$ cat src/rtl/mc_control_unit.sv
// mc_control_unit: multi-cycle MIPS32 control FSM with imem/dmem ready handshakes
// and a memory-timeout watchdog.  Rev 1.0
`default_nettype none

module mc_control_unit #(
  parameter int ALU_FUNC_W  = 3,
  parameter int MEM_TIMEOUT = 16,
  parameter int CNT_W       = 8
) (
  input  logic                  clk,
  input  logic                  rst_n,
  input  logic [5:0]            opc,
  input  logic [5:0]            func,
  input  logic                  zero,
  input  logic                  imemReady,
  input  logic                  dmemReady,
  output logic                  imemReq,
  output logic                  dmemReq,
  output logic                  irWrite,
  output logic                  pcWrite,
  output logic [1:0]            pcSrc,
  output logic                  memRead,
  output logic                  memWrite,
  output logic                  rfWriteEnable,
  output logic                  rfWriteAddrSel,
  output logic [1:0]            rfWriteDataSel,
  output logic                  aluSrc,
  output logic [ALU_FUNC_W-1:0] aluFunc,
  output logic                  bitXtend,
  output logic                  instrRetired,
  output logic                  invOpcode,
  output logic                  memTimeout,
  output logic [2:0]            state
);

  typedef enum logic [2:0] {
    S_FETCH  = 3'd0,
    S_DECODE = 3'd1,
    S_EXEC   = 3'd2,
    S_MEM    = 3'd3,
    S_WB     = 3'd4,
    S_BRANCH = 3'd5,
    S_JUMP   = 3'd6,
    S_TRAP   = 3'd7
  } state_t;

  localparam logic [5:0] OP_RTYPE = 6'h00, OP_J     = 6'h02, OP_BEQ  = 6'h04, OP_BNE   = 6'h05;
  localparam logic [5:0] OP_ADDI  = 6'h08, OP_ADDIU = 6'h09, OP_SLTI = 6'h0A, OP_SLTIU = 6'h0B;
  localparam logic [5:0] OP_ANDI  = 6'h0C, OP_ORI   = 6'h0D, OP_XORI = 6'h0E, OP_LUI   = 6'h0F;
  localparam logic [5:0] OP_LW    = 6'h23, OP_SW    = 6'h2B;

  localparam bit             WD_EN   = (MEM_TIMEOUT > 0);
  localparam logic [CNT_W-1:0] WD_LAST = CNT_W'(WD_EN ? MEM_TIMEOUT - 1 : 0);

  function automatic state_t decode_next(input logic [5:0] op, input logic [5:0] fn);
    case (op)
      OP_RTYPE:
        return (fn inside {6'h20, 6'h21, 6'h22, 6'h23, 6'h24, 6'h25, 6'h26, 6'h2A, 6'h2B})
               ? S_EXEC : S_TRAP;
      OP_ADDI, OP_ADDIU, OP_SLTI, OP_SLTIU,
      OP_ANDI, OP_ORI, OP_XORI, OP_LUI:  return S_EXEC;
      OP_LW, OP_SW:                      return S_MEM;
      OP_BEQ, OP_BNE:                    return S_BRANCH;
      OP_J:                              return S_JUMP;
      default:                           return S_TRAP;
    endcase
  endfunction

  function automatic logic [2:0] alu_code(input logic [5:0] op, input logic [5:0] fn);
    if (op == OP_RTYPE) begin
      case (fn)
        6'h22, 6'h23: return 3'd1;
        6'h24:        return 3'd2;
        6'h25:        return 3'd3;
        6'h26:        return 3'd6;
        6'h2A:        return 3'd4;
        6'h2B:        return 3'd7;
        default:      return 3'd0;
      endcase
    end
    case (op)
      OP_SLTI:  return 3'd4;
      OP_SLTIU: return 3'd7;
      OP_ANDI:  return 3'd2;
      OP_ORI:   return 3'd3;
      OP_XORI:  return 3'd6;
      OP_LUI:   return 3'd5;
      default:  return 3'd0;
    endcase
  endfunction

  state_t           cur_state;
  state_t           dec_next;
  logic [5:0]       opc_lat;
  logic [5:0]       func_lat;
  logic [CNT_W-1:0] wd_cnt;
  logic             inv_flag;
  logic             to_flag;
  logic             wd_expire;
  logic             is_rtype;
  logic             is_lw;
  logic             is_sw;
  logic             taken;

  assign dec_next  = decode_next(opc, func);
  assign wd_expire = WD_EN && (wd_cnt == WD_LAST);
  assign is_rtype  = (opc_lat == OP_RTYPE);
  assign is_lw     = (opc_lat == OP_LW);
  assign is_sw     = (opc_lat == OP_SW);
  assign taken     = ((opc_lat == OP_BEQ) && zero) || ((opc_lat == OP_BNE) && !zero);

  // Watchdog counts consecutive not-ready cycles; any other cycle clears it,
  // so every entry into FETCH or MEM starts from zero.
  always_ff @(posedge clk) begin
    if (!rst_n) begin
      cur_state <= S_FETCH;
      opc_lat   <= '0;
      func_lat  <= '0;
      wd_cnt    <= '0;
      inv_flag  <= 1'b0;
      to_flag   <= 1'b0;
    end else begin
      wd_cnt <= '0;
      case (cur_state)
        S_FETCH: begin
          if (imemReady) begin
            cur_state <= S_DECODE;
          end else if (wd_expire) begin
            cur_state <= S_TRAP;
            to_flag   <= 1'b1;
          end else begin
            wd_cnt <= wd_cnt + CNT_W'(1);
          end
        end
        S_DECODE: begin
          opc_lat   <= opc;
          func_lat  <= func;
          cur_state <= dec_next;
          if (dec_next == S_TRAP) inv_flag <= 1'b1;
        end
        S_EXEC: cur_state <= S_WB;
        S_MEM: begin
          if (dmemReady) begin
            cur_state <= is_lw ? S_WB : S_FETCH;
          end else if (wd_expire) begin
            cur_state <= S_TRAP;
            to_flag   <= 1'b1;
          end else begin
            wd_cnt <= wd_cnt + CNT_W'(1);
          end
        end
        S_WB, S_BRANCH, S_JUMP: cur_state <= S_FETCH;
        S_TRAP:                 cur_state <= S_TRAP;
        default:                cur_state <= S_TRAP;
      endcase
    end
  end

  // Outputs depend on the state register and latched IR fields; only the
  // ready inputs and, in BRANCH, zero feed through combinationally.
  always_comb begin
    imemReq        = 1'b0;
    dmemReq        = 1'b0;
    irWrite        = 1'b0;
    pcWrite        = 1'b0;
    pcSrc          = 2'd0;
    memRead        = 1'b0;
    memWrite       = 1'b0;
    rfWriteEnable  = 1'b0;
    rfWriteAddrSel = 1'b0;
    rfWriteDataSel = 2'd0;
    aluSrc         = 1'b0;
    aluFunc        = '0;
    bitXtend       = 1'b0;
    instrRetired   = 1'b0;
    invOpcode      = 1'b0;
    memTimeout     = 1'b0;
    state          = 3'd0;
    if (rst_n) begin
      state      = cur_state;
      invOpcode  = inv_flag;
      memTimeout = to_flag;
      case (cur_state)
        S_FETCH: begin
          imemReq = 1'b1;
          irWrite = imemReady;
          pcWrite = imemReady;
        end
        S_EXEC: begin
          aluSrc   = !is_rtype;
          aluFunc  = ALU_FUNC_W'(alu_code(opc_lat, func_lat));
          bitXtend = opc_lat inside {OP_ANDI, OP_ORI, OP_XORI, OP_LUI};
        end
        S_MEM: begin
          dmemReq      = 1'b1;
          aluSrc       = 1'b1;
          memRead      = is_lw;
          memWrite     = is_sw;
          instrRetired = dmemReady && is_sw;
        end
        S_WB: begin
          rfWriteEnable  = 1'b1;
          instrRetired   = 1'b1;
          rfWriteAddrSel = is_rtype;
          rfWriteDataSel = is_lw ? 2'd1 : 2'd0;
        end
        S_BRANCH: begin
          aluFunc      = ALU_FUNC_W'(3'd1);
          instrRetired = 1'b1;
          pcWrite      = taken;
          pcSrc        = taken ? 2'd1 : 2'd0;
        end
        S_JUMP: begin
          pcWrite      = 1'b1;
          pcSrc        = 2'd2;
          instrRetired = 1'b1;
        end
        default: ;
      endcase
    end
  end

endmodule

`default_nettype wire
$ cat config.mk
export PLATFORM = sky130hd
export DESIGN_NAME = mc_control_unit
export DESIGN_NICKNAME = d
export VERILOG_FILES = /design/src/rtl/mc_control_unit.sv
export SDC_FILE = /design/constraint.sdc
export NUM_CORES = 1
export LEC_CHECK = 0
export BUFFER_PORTS_ARGS = -buffer_cell sky130_fd_sc_hd__buf_2
export CAP_MARGIN = 20
export CORE_MARGIN = 2
export CORE_UTILIZATION = 54
export CTS_BUF_LIST = sky130_fd_sc_hd__clkbuf_4 sky130_fd_sc_hd__clkbuf_8
export CTS_CLUSTER_DIAMETER = 60
export DETAILED_ROUTE_END_ITERATION = 10
export GPL_TIMING_DRIVEN = 0
export HOLD_SLACK_MARGIN = 0.05
export PLACE_DENSITY_LB_ADDON = 0.15
export SYNTH_ARGS = -nofsm -noshare
export SYNTH_HDL_FRONTEND = slang
export SYNTH_SLANG_ARGS = --single-unit
$ cat constraint.sdc
create_clock -name clk -period 2 [get_ports clk]
set_input_delay 0 -clock clk [delete_from_list [all_inputs] [get_ports clk]]
set_output_delay 0 -clock clk [all_outputs]
set_load 0.02 [all_outputs]
# After elaboration in Yosys (flattened, before gate mapping)
# Index checks and enable logic that the tools add are counted.
dict set report word_totals {
  regBits 25
  in_bits 17
  out_inout_bits 23
  wordCells 131
}
dict set report classes {
  addsub 1
  n_eq_ne 50
  muxes 55
  reduce_logical 19
}
# op count
set ops {}
lappend ops {{== test 6 bit (second input constant)} 20}
lappend ops {{== test 6 x 4 -> 1 bit (second input constant)} 14}
lappend ops {{one-hot mux 3 bit (6 select lines)} 3}
lappend ops {{2-to-1 mux 1 bit} 31}
lappend ops {{2-to-1 mux 3 bit} 9}
lappend ops {{== test 6 x 3 -> 1 bit (second input constant)} 4}
lappend ops {{2-to-1 mux 8 bit} 3}
lappend ops {{one-hot mux 8 bit (2 select lines)} 1}
lappend ops {{== test 3 bit (second input constant)} 5}
lappend ops {{one-hot mux 3 bit (5 select lines)} 1}
lappend ops {{logical NOT 6 bit} 2}
lappend ops {{nonzero test 9 bit} 1}
lappend ops {{adder 8 x 1 -> 8 bit (second input constant)} 1}
lappend ops {{== test 8 x 4 -> 1 bit (second input constant)} 1}
lappend ops {{OR reduction 8 bit} 1}
lappend ops {{== test 3 x 2 -> 1 bit (second input constant)} 2}
lappend ops {{== test 6 x 2 -> 1 bit (second input constant)} 1}
lappend ops {{one-hot mux 1 bit (2 select lines)} 3}
lappend ops {{one-hot mux 3 bit (2 select lines)} 1}
lappend ops {{OR reduction 2 bit} 3}
lappend ops {{inequality test 2 bit (second input constant)} 2}
lappend ops {{one-hot mux 2 bit (2 select lines)} 1}
lappend ops {{nonzero test 4 bit} 1}
lappend ops {{== test 3 x 1 -> 1 bit (second input constant)} 1}
lappend ops {{10 further kinds} 13}

# Depth between registers and ports, before layout
# Gate-level depths: netlist of run 1.
dict set report depth {
  depth_word 7
  mapped_depth 6
  mapped_depth_nobuf 5
}

# Least setup slack after synthesis of run 1
# Ideal clock, no wire load.
dict set report synth_path {
  path_type {register to output}
  startpoint {register opc_lat[1]}
  endpoint {output port aluFunc[2]}
  arrival_time_ps 1557
  required_ps 2000
  path_slack_ps 443
  stages_incl_launch_ff 5
  path_buffers 0
  cell_sequence {dfxtp_1 or3_4 or4_4 o21ai_1 and3_1}
}
dict set report synth_via {
  elab_chain_cells 7
  elab_cells_between_ends 14
  classes_between {6 x eq/ne; 7 x mux; 1 x reduce/logical}
}
# element line_no
set synth_rtl {}
lappend synth_rtl {{start: declaration} 94} ;# logic [5:0] opc_lat;
lappend synth_rtl {{start signal: assignment} 136} ;# opc_lat <= opc;
lappend synth_rtl {{logical NOT 6 bit} 70} ;# if (op == OP_RTYPE) begin
lappend synth_rtl {{2-to-1 mux 1 bit} 70}
lappend synth_rtl {{2-to-1 mux 1 bit} 183} ;# case (cur_state)
lappend synth_rtl {{2-to-1 mux 1 bit} 179} ;# if (rst_n) begin
lappend synth_rtl {{2-to-1 mux 3 bit *} 81} ;# case (op)
lappend synth_rtl {{one-hot mux 3 bit (2 select lines) *} 183}
lappend synth_rtl {{2-to-1 mux 3 bit *} 179}
lappend synth_rtl {{end: declaration} 28} ;# output logic [ALU_FUNC_W-1:0] aluFunc,
# Mark *: on every way between the ends. The rest lies on a longest branch, timed or not. The select of a mux whose other input is x is not followed.

# Final worst setup path of run 1
dict set report layout_path {
  startpoint {register opc_lat[1]}
  endpoint {output port aluFunc[0]}
}
# Same word-level chain as after synthesis.

==> results.ini, run 1 <==
[outcome]
status = finished with violations
violations = negative setup slack

[cells_and_area]
final_core_util_pct = 71.3
final_nets = 266
fin_cells = 278
seqCellArea_um2 = 505
drive_gt1_share_pct = 23.5
nFillCells = 222
diodes = 0
areaGrowthSynthToFinish_pct = 27.1
multi_input_area_um2 = 961

[min_path]
holdPathStages = 3
hp-class = in -> reg
hp-start = dmemReady
holdPathEnd = cur_state[2]

[global_route]
track_usage_pct = 24.6
grt_max_degree = 14
grt_overflow = 0
grt_first_pass_wirelength_um = 6430
first_global_vias = 1444
antenna_found_initial = 0

[logic_synthesis]
ys_seq_elements = 25
ys_warn_count = 0
yosysSeqAreaShare_pct = 32.9
syn_area_um2 = 1520
yosys_most_used_dff = dfxtp_1
ys_async_sr_fraction_pct = 0
synth-edff-count = 0
syn_inst = 192
avgSynthCellArea_um2 = 7.92
syn_nets = 210
yosysUniqueCellTypes = 51

[drt]
via_per_inst = 5.80
drt_iter0_drc = 94
firstDrtPassIters = 4
post_drt_wl_per_cell_um = 13.8
via_count = 1613
ant_nets = 0
totalWireLength_um = 3850
drc_errors = 0

[setup_path]
reg2reg_to = func_lat[3]
r2r_slack_ns = 0.25
cp-start-kind = register
cp_max_fo = 5
crit_type = reg -> out
reg2reg_depth = 4
endpoint_kind = primary output
critPathArrivalTime_ns = 2.01
r2r_start = cur_state[0]
crit_required_ns = 2.00

[power_and_ir_drop]
seq_power_share_pct = 41.6
clkPwrFrac_pct = 15.5
swShare_pct = 38.5
p_sw_uw = 591
vdd_drop_max_mv = 0.590
combPwrFrac_pct = 42.8
internal_power_uw = 946
powerDensity_nw_per_um2 = 795
power_mw = 1.54
p_leak_nw = 0.831

[place]
port-buffer-count = 37
hpwl_um = 2860
place_congestion = 0.817
dp_cells = 260

[floorplan]
die_y_um = 57.1
start_util_pct = 56.1
ioPinCount = 40
core.rowCount = 19
core_um2 = 2710
die_w_um = 57.1
die_area_um2 = 3260

[clock_network]
cts_max_level = 1
insertion_delay_ns = 0.31
cts-root-buf = clkbuf_4
cts_max_path_buffers = 2
cts_made_buffers = 3
clock-sinks = 25
cts_tree = yes
path_clk_slew_ns = 0.14

[timing]
setup_viol = 1
tightest_slew_ns = 0.548
setup_slack_ns = -0.00885
min_period_over_period_pct = 100
fmax_ghz = 0.498
slew_violations = 0
clock_skew_ns = 0.00749
hold_viol = 0
max_slew_margin_pct = 63.3
grt_setup_unrepaired = true
timing.final.crit_period_ns = 2.01

[run]
drv_cap = 0

[cells by family (layout without fill, tap and decap cells)]
| family | count (synthesis) | count (layout) | share of synthesized area [%] |
|---|---|---|---|
| AOI/OAI and AO/OA | 41 | 41 | 17.4 |
| xor gates and xnor gates | 6 | 6 | 3.45 |
| other | 1 | 1 | 0.246 |
| and+or+nand+nor | 93 | 93 | 33.2 |
| adders and majority gates | 1 | 1 | 0.822 |
| buffers and inverters | 14 | 69 | 4.60 |
| muxes | 11 | 11 | 7.32 |
| DFF | 25 | 25 | 32.9 |
[what timing repair did]
| item | CTS | global route |
|---|---|---|
| gates resized for setup | 4 | 3 |
| hold buffers | 13 | 0 |
| cloned | 0 | 0 |
| hold endpoints to repair | 14 | 0 |
| pin swaps | 1 | 0 |
| endpoints found under the setup margin | 3 | 4 |
| setup buffers | 1 | 0 |
[flip-flops by register name (all words and copies together) (netlist names)]
signal / count
cur_state: 3
func_lat: 6
opc_lat: 6
wd_cnt: 8
to_flag: 1
inv_flag: 1
[power by group through the flow]
stage | clock network (mW) | logic [mW] | registers, mW
2_1_floorplan | 0 | 0.469 | 0.629
3_3_place_gp | 0 | 0.589 | 0.645
3_5_place_dp | 0 | 0.604 | 0.651
4_1_cts | 0.246 | 0.643 | 0.636
5_1_grt | 0.264 | 0.721 | 0.651
6_report | 0.239 | 0.659 | 0.640
[cells in the mapped netlist, drive strengths merged (4+ instances only)]
| master | number | area, um^2 |
|---|---|---|
| a21oi | 13 | 65.1 |
| and2 | 7 | 43.8 |
| and3 | 5 | 31.3 |
| buf | 5 | 36.3 |
| dfxtp | 25 | 500 |
| inv | 6 | 22.5 |
| mux2i | 10 | 100 |
| nand2 | 8 | 30.0 |
| nand3 | 5 | 25.0 |
| nor2 | 32 | 120 |
| nor2b | 4 | 25.0 |
| nor3 | 7 | 35.0 |
| nor3b | 5 | 42.5 |
| o211ai | 5 | 37.5 |
| o21ai | 6 | 30.0 |
[metal layers]
metal	GRT usage, %	wire (um)	vias to the layer above
li1	-	-	799
met5	0	0	-
met2	43.5	1890	61
met1	32.1	1690	751
met4	5.98	22	0
met3	2.72	235	2
[critical path: stages (launching register included)]
cell       delay (ns)
dfxtp_4          0.37
or3_4            0.40
or4_4            0.48
o2111ai_2        0.20
a21oi_1          0.09
buf_2            0.16
[stage by stage]
stage	hold WS [ns]	worst slack [ns]	area, um^2	TNS, ns
3_3_place_gp	0.253	0.305	1750	0
6_report	0.0720	-0.00885	1930	-0.00885
4_1_cts	0.0637	0.00125	1920	0
3_5_place_dp	0.262	0.251	1750	0
5_1_grt	0.0855	-0.0987	1930	-0.173
2_1_floorplan	0.139	0.443	1520	0
[area by class of cell]
class                   instances  share of cell area, %
clock buffers                   4                   1.55
plain buffers                   7                   2.27
repair buffers                 51                   17.0
well taps                      31                   2.01
flip-flops and latches         25                   26.1
inverters                       7                   1.36
multi-input cells             153                   49.7
[how the worst max path moves through the flow]
stage | startpoint | to | slack, ns | depth (start not counted)
6_report | opc_lat[1] | aluFunc[0] | -0.009 | 5
5_1_grt | opc_lat[1] | aluFunc[0] | -0.1 | 5
4_1_cts | opc_lat[1] | aluFunc[0] | 0.001 | 5
3_5_place_dp | opc_lat[1] | aluFunc[0] | 0.25 | 5
3_3_place_gp | opc_lat[1] | aluFunc[0] | 0.31 | 5
2_1_floorplan | opc_lat[1] | aluFunc[2] | 0.44 | 4
[cells in the final DEF (no fill, tap or decap), types with 2 or more instances in the layout]
cell type,netlist,routed
a21oi_1,13,12
a221oi_1,2,2
a31oi_1,2,2
and2_1,7,7
and2b_2,2,2
and3_1,5,5
buf_2,2,37
buf_4,2,5
clkbuf_1,2,2
clkbuf_4,0,4
dfxtp_1,25,23
dlygate4sd3_1,0,13
inv_1,6,6
mux2i_1,10,10
nand2_1,8,8
nand2b_1,2,2
nand3_1,5,5
nand3b_1,3,3
nand4_1,2,2
nor2_1,32,32
nor2b_1,4,4
nor3_1,7,7
nor3b_1,4,4
nor4_1,2,2
o211ai_1,5,5
o21ai_0,5,5
o21bai_1,3,3
o22ai_1,2,2
or3_1,2,2
xnor2_1,3,3
xor2_1,3,3
Note: power is estimated with default switching activity, not from simulation.
==> run 2, diff against run 1 <==
PLACE_DENSITY = 0.86   (was unset)
PLACE_DENSITY_LB_ADDON = unset   (was 0.15)
RECOVER_POWER = 25   (was unset)
==> run 2 against run 1 <==
Net effect:
- the run now ends clean
- count of clock-buffer cells in the layout unchanged
- first-iteration DRC count down 37%
- sequential share of layout area down 0.19 points
- die area unchanged
- flip-flop and latch count unchanged
- non-clock buffer count up 2
- wire length down 1.4%
- highest routed layer unchanged
==> results.ini, run 2 (synthesized netlist as in run 1, its figures left out) <==
[outcome]
status = finished, final reports clean

[drt]
firstDrtPassIters = 4  ; unchanged
totalWireLength_um = 3790  ; -1.4%
via_count = 1609  ; -0.25%
via_per_inst = 5.75  ; -0.96%
drc_errors = 0  ; unchanged
drt_iter0_drc = 59  ; -37%
ant_nets = 0  ; unchanged
post_drt_wl_per_cell_um = 13.5  ; -2.1%

[place]
port-buffer-count = 37  ; unchanged
place_congestion = 0.862  ; +5.5%
dpl-instance-area_um2 = 1750  ; unchanged
hpwl_um = 2670  ; -6.8%

[timing]
max_slew_margin_pct = 60.4  ; -2.9 points
fin_worst_hold_slack_ns = 0.0761  ; +0.00415 ns
grt_setup_unrepaired = true
min_period_over_period_pct = 98.3  ; -2.2 points
setup_viol = 0  ; -1
hold_viol = 0  ; unchanged
tightest_slew_ns = 0.591  ; +0.0432 ns
fmax_ghz = 0.509  ; +2.2%
timing.final.crit_period_ns = 1.97  ; -0.0436 ns
slew_violations = 0  ; unchanged
clock_skew_ns = 0.00463  ; -0.00286 ns

[cells_and_area]
top_register = wd_cnt
areaGrowthSynthToFinish_pct = 28.9
diodes = 0  ; unchanged
reg_top3 = wd_cnt x8, func_lat x6, opc_lat x6
final_common_cell = buf_2
nFillCells = 216  ; -2.7%
drive_gt1_share_pct = 24.5  ; +1.0 points
final_cell_mix = 35 x buf_2, 32 x nor2_1, 22 x dfxtp_1, 13 x dlygate4sd3_1, 12 x a21oi_1
final_area_um2 = 1960  ; +1.5%
largest_reg_flops = 8  ; unchanged
final_nets = 268  ; +0.75%

[floorplan]
die_area_um2 = 3260  ; unchanged
die_y_um = 57.1  ; unchanged
ioPinCount = 40  ; unchanged
core_um2 = 2710  ; unchanged
start_util_pct = 56.1  ; unchanged
die_w_um = 57.1  ; unchanged
core.rowCount = 19  ; unchanged

[power_and_ir_drop]
internal_power_uw = 956  ; +1.1%
vdd_drop_max_mv = 0.567  ; -3.8%
clkPwrFrac_pct = 15.3  ; -0.2 points
swShare_pct = 38.2  ; -0.27 points
powerDensity_nw_per_um2 = 789  ; -0.80%
p_leak_nw = 0.837  ; +0.77%
seq_power_share_pct = 41.2  ; -0.4 points
p_sw_uw = 591  ; about the same
combPwrFrac_pct = 43.5  ; +0.7 points

[clock_network]
cts_max_level = 1  ; unchanged
cts-root-buf = clkbuf_4
cts_made_buffers = 3  ; unchanged
cts_tree = yes
clock-sinks = 25  ; unchanged
path_clk_slew_ns = 0.13  ; about the same
insertion_delay_ns = 0.32  ; about the same
cts_max_path_buffers = 2  ; unchanged

[setup_path]
worstPathCellList = or3_4 > or4_4 > o2111ai_2 > a21oi_2 > buf_4
cp-start-kind = register
r2r_slack_ns = 0.24  ; about the same
critPathArrivalTime_ns = 1.97  ; -0.04 ns
cp_max_fo = 5  ; unchanged
crit_slowest_cell = or4_4
cpPeakStageDelay_ns = 0.47  ; about the same
crit_type = reg -> out
endpoint_kind = primary output
crit_required_ns = 2.00  ; about the same

[global_route]
antenna_found_initial = 0  ; unchanged
track_usage_pct = 24.2  ; -0.43 points
first_global_vias = 1442  ; -0.14%
grt_max_degree = 14  ; unchanged
grt_first_pass_wirelength_um = 6290  ; -2.1%
grt_overflow = 0  ; unchanged

[run]
drv_cap = 0  ; unchanged

[min_path]
hp-class = in -> reg

==> run 2: critical path, delay by kind of cell, from the launching register on <==
kind,cells,cell delay (ns)
AO/OA/AOI/OAI,2,0.27
flip-flops,1,0.37
AND/OR/NAND/NOR,2,0.85
buffers and inverters,1,0.16
==> run 2: through the flow <==
stage	TNS, ns	std cells	power, mW	setup WS (ns)	utilization, %
floorplan	0	192	1.10	0.443	-
global placement	0	260	1.24	0.314	64.4
detailed placement	0	260	1.25	0.311	64.4
CTS	-0.0124	280	1.53	-0.00902	72.0
global route	-0.0196	280	1.65	-0.0191	72.4
finish	0	280	1.55	0.0347	72.4
==> run 2: area by class of cell <==
| class | count | area [um^2] | share of cell area [%] |
|---|---|---|---|
| repair buffers | 53 | 344 | 17.5 |
| multi-input cells | 153 | 970 | 49.4 |
| clock buffers | 4 | 30.0 | 1.53 |
| plain buffers | 7 | 43.8 | 2.23 |
| well taps | 31 | 38.8 | 1.98 |
| flip-flops and latches | 25 | 509 | 26.0 |
| inverters | 7 | 26.3 | 1.34 |
==> run 2: worst paths after layout <==
path / endpoint / start / cells past startpoint
setup reg to reg: func_lat[1] / cur_state[0] / 4
hold reg to reg: wd_cnt[0] / wd_cnt[0] / 1
setup / recovery: aluFunc[0] / opc_lat[2] / 5
hold / removal: cur_state[2] / dmemReady / 3
==> run 2: routing by layer <==
layer	vias up	track usage, %	part of all wire, %
met4	0	8.31	1.4
met3	6	3.63	6.8
li1	800	-	-
met5	-	0	0
met2	69	39.6	46
met1	734	32.6	46
==> run 2: timing repair <==
item / 4_1_cts / 5_1_grt
setup endpoints to repair: 2 / 6
pin swaps: 6 / 1
setup buffers: 3 / 0
hold buffers: 13 / 0
endpoints found under the hold margin: 14 / 0
gates resized for setup: 9 / 3
==> run 2: power groups by stage <==
stage,registers [mW],logic (mW),clock network [mW]
3_5_place_dp,0.649,0.598,0
3_3_place_gp,0.646,0.590,0
6_report,0.638,0.673,0.237
5_1_grt,0.649,0.733,0.266
4_1_cts,0.633,0.656,0.240
2_1_floorplan,0.629,0.469,0
==> run 3, diff against run 2 <==
ABC_AREA = 1   (was unset)
PLACE_DENSITY = 0.85   (was 0.86)
clock period = 2.15 ns   (was 2 ns; I/O delays follow)
==> run 3 against run 2 <==
Net effect:
- area after synthesis up 2.2%
- flip-flop and latch count unchanged
- critical path type unchanged
- cell area is 1.8% lower
- wire length fell by 6.9%
- via count up 4.3%
- hold slack improved by 0.010 ns
- count of clock-buffer cells in the layout did not move
- highest routed layer unchanged
- final cell count is 19% higher
==> results.ini, run 3 <==
[drt]
via_count = 1678  ; +4.3%
ant_nets = 0  ; unchanged
drc_errors = 0  ; unchanged
via_per_inst = 5.02  ; -13%
totalWireLength_um = 3530  ; -6.9%
post_drt_wl_per_cell_um = 10.6  ; -22%
firstDrtPassIters = 4  ; unchanged
drt_iter0_drc = 73  ; +24%

[place]
hpwl_um = 2640  ; -1.1%
place_congestion = 0.851  ; -1.3%
dpl-instance-area_um2 = 1780  ; +2.2%
pre_cts_slack_ns = 0.710  ; +0.399 ns
port-buffer-count = 38  ; +2.7%
dp_cells = 317  ; +22%

[clock_network]
path_clk_slew_ns = 0.13  ; about the same
cts_max_path_buffers = 2  ; unchanged
clock-sinks = 25  ; unchanged
insertion_delay_ns = 0.31  ; about the same
cts_max_level = 1  ; unchanged
cts_tree = yes
cts-root-buf = clkbuf_4
cts_made_buffers = 3  ; unchanged

[timing]
min_period_over_period_pct = 82.8
timing.final.crit_period_ns = 1.78
tns_ns = 0  ; unchanged
setup_slack_ns = 0.371  ; +0.336 ns
setup_viol = 0  ; unchanged
slew_violations = 0  ; unchanged
grt_setup_unrepaired = false
clock_skew_ns = 0.000994  ; -0.00364 ns
fin_worst_hold_slack_ns = 0.0861  ; +0.00996 ns
hold_viol = 0  ; unchanged
fmax_ghz = 0.562

[logic_synthesis]
yosysSeqAreaShare_pct = 32.2  ; -0.71 points
avgSynthCellArea_um2 = 6.27  ; -21%
yosysMostFrequentCell = inv_1
yosys_most_used_dff = dfxtp_1
ys_async_sr_fraction_pct = 0  ; unchanged
synth_top_area_cell = dfxtp_1
ys_seq_elements = 25  ; unchanged
ys_warn_count = 0  ; unchanged
synth-edff-count = 0  ; unchanged
synthTopCellsByArea = dfxtp_1 32%, inv_1 11%, nor2_1 10%
syn_area_um2 = 1560  ; +2.2%
syn_nets = 266  ; +27%
synth_top_area_share_pct = 32.2  ; -0.71 points
yosysUniqueCellTypes = 29  ; -43%
yosys-top-cells-count = 45 x inv_1, 43 x nor2_1, 40 x nand2_1
syn_inst = 248  ; +29%

[floorplan]
core_um2 = 2760  ; +1.8%
ioPinCount = 40  ; unchanged
core.rowCount = 19  ; unchanged
start_util_pct = 56.4  ; +0.26 points
die_y_um = 57.7  ; +1.0%
die_area_um2 = 3330  ; +2.1%
die_w_um = 57.7  ; +1.0%

[power_and_ir_drop]
p_leak_nw = 0.961  ; +15%
powerDensity_nw_per_um2 = 844  ; +7.1%
vdd_drop_max_mv = 0.697  ; +23%
power_mw = 1.63  ; +5.2%

[run]
drv_cap = 0  ; unchanged

[setup_path]
crit_required_ns = 2.15  ; +0.15 ns
crit_type = reg -> out
r2r_slack_ns = 0.55  ; +0.31 ns
cp-start-kind = register
critPathArrivalTime_ns = 1.78  ; -0.19 ns
cp_max_fo = 5  ; unchanged
endpoint_kind = primary output

[cells_and_area]
final_common_cell = inv_1
drive_gt1_share_pct = 17.5  ; -7.0 points
largest_reg_flops = 8  ; unchanged
reg_top3 = wd_cnt x8, func_lat x6, opc_lat x6
fin_cells = 334  ; +19%
diodes = 0  ; unchanged
final_area_um2 = 1930  ; -1.8%
areaGrowthSynthToFinish_pct = 23.9
final_nets = 322  ; +20%
top_register = wd_cnt
final_cell_mix = 45 x inv_1, 43 x nor2_1, 40 x nand2_1, 36 x buf_2, 25 x dfxtp_1
final_core_util_pct = 69.9  ; -2.5 points

[global_route]
track_usage_pct = 22.4  ; -1.8 points
grt_max_degree = 14  ; unchanged
grt_first_pass_wirelength_um = 6020  ; -4.3%
antenna_found_initial = 0  ; unchanged
grt_overflow = 0  ; unchanged
first_global_vias = 1539  ; +6.7%

[min_path]
hp-class = in -> reg

[outcome]
status = finished, final reports clean

[run 3: metal layers]
layer | part of all wire [%] | GRT usage, %
met5 | 0 | 0
met4 | 1.1 | 9.97
met3 | 3.9 | 2.01
met2 | 45 | 36.4
met1 | 50 | 30.4
[run 3: power by group]
part           switching [mW]  internal (mW)  total, mW
registers              0.0962          0.572      0.669
logic                   0.491          0.248      0.739
clock network           0.135         0.0851      0.220
[run 3: area by class of cell]
type | instances | area, um^2
inverter | 46 | 173
buffer | 6 | 28.8
tap | 31 | 38.8
fill | 244 | 831
clock buffer | 4 | 30.0
timing repair buffer | 51 | 315
multi-input combinational | 171 | 841
sequential | 25 | 500
[run 3: path summary, 6_finish.rpt]
check	startpoint	endpoint	cells after the start
hold reg to reg	wd_cnt[0]	wd_cnt[0]	1
setup / recovery	opc_lat[5]	aluFunc[1]	7
hold / removal	dmemReady	cur_state[1]	4
setup reg to reg	cur_state[2]	func_lat[4]	6
[run 3: critical path, stage by stage, from the launching register on]
cell and delay [ns]:
dfxtp_1 0.35, nor2_1 0.27, nand3_1 0.21, inv_1 0.18, nand2_1 0.07, nor3_1 0.18, nor3_1 0.06, buf_2 0.15
[run 3: kinds of logic (layout without fill, tap and decap cells)]
logic type,after synthesis,in the layout,synth area share (%)
compound gates,38,38,13.1
other cells,1,1,0.241
flops,25,25,32.2
fa+ha+maj,1,1,0.804
xor+xnor,4,4,2.25
buf+inv,52,107,13.4
simple gates,127,127,38.0
[run 3: repair_timing]
action / in CTS / in global routing
endpoints found under the setup margin: 0 / 0
hold buffers: 13 / 0
gates resized for setup: 0 / 0
setup buffers: 0 / 0
hold endpoints to repair: 13 / 0
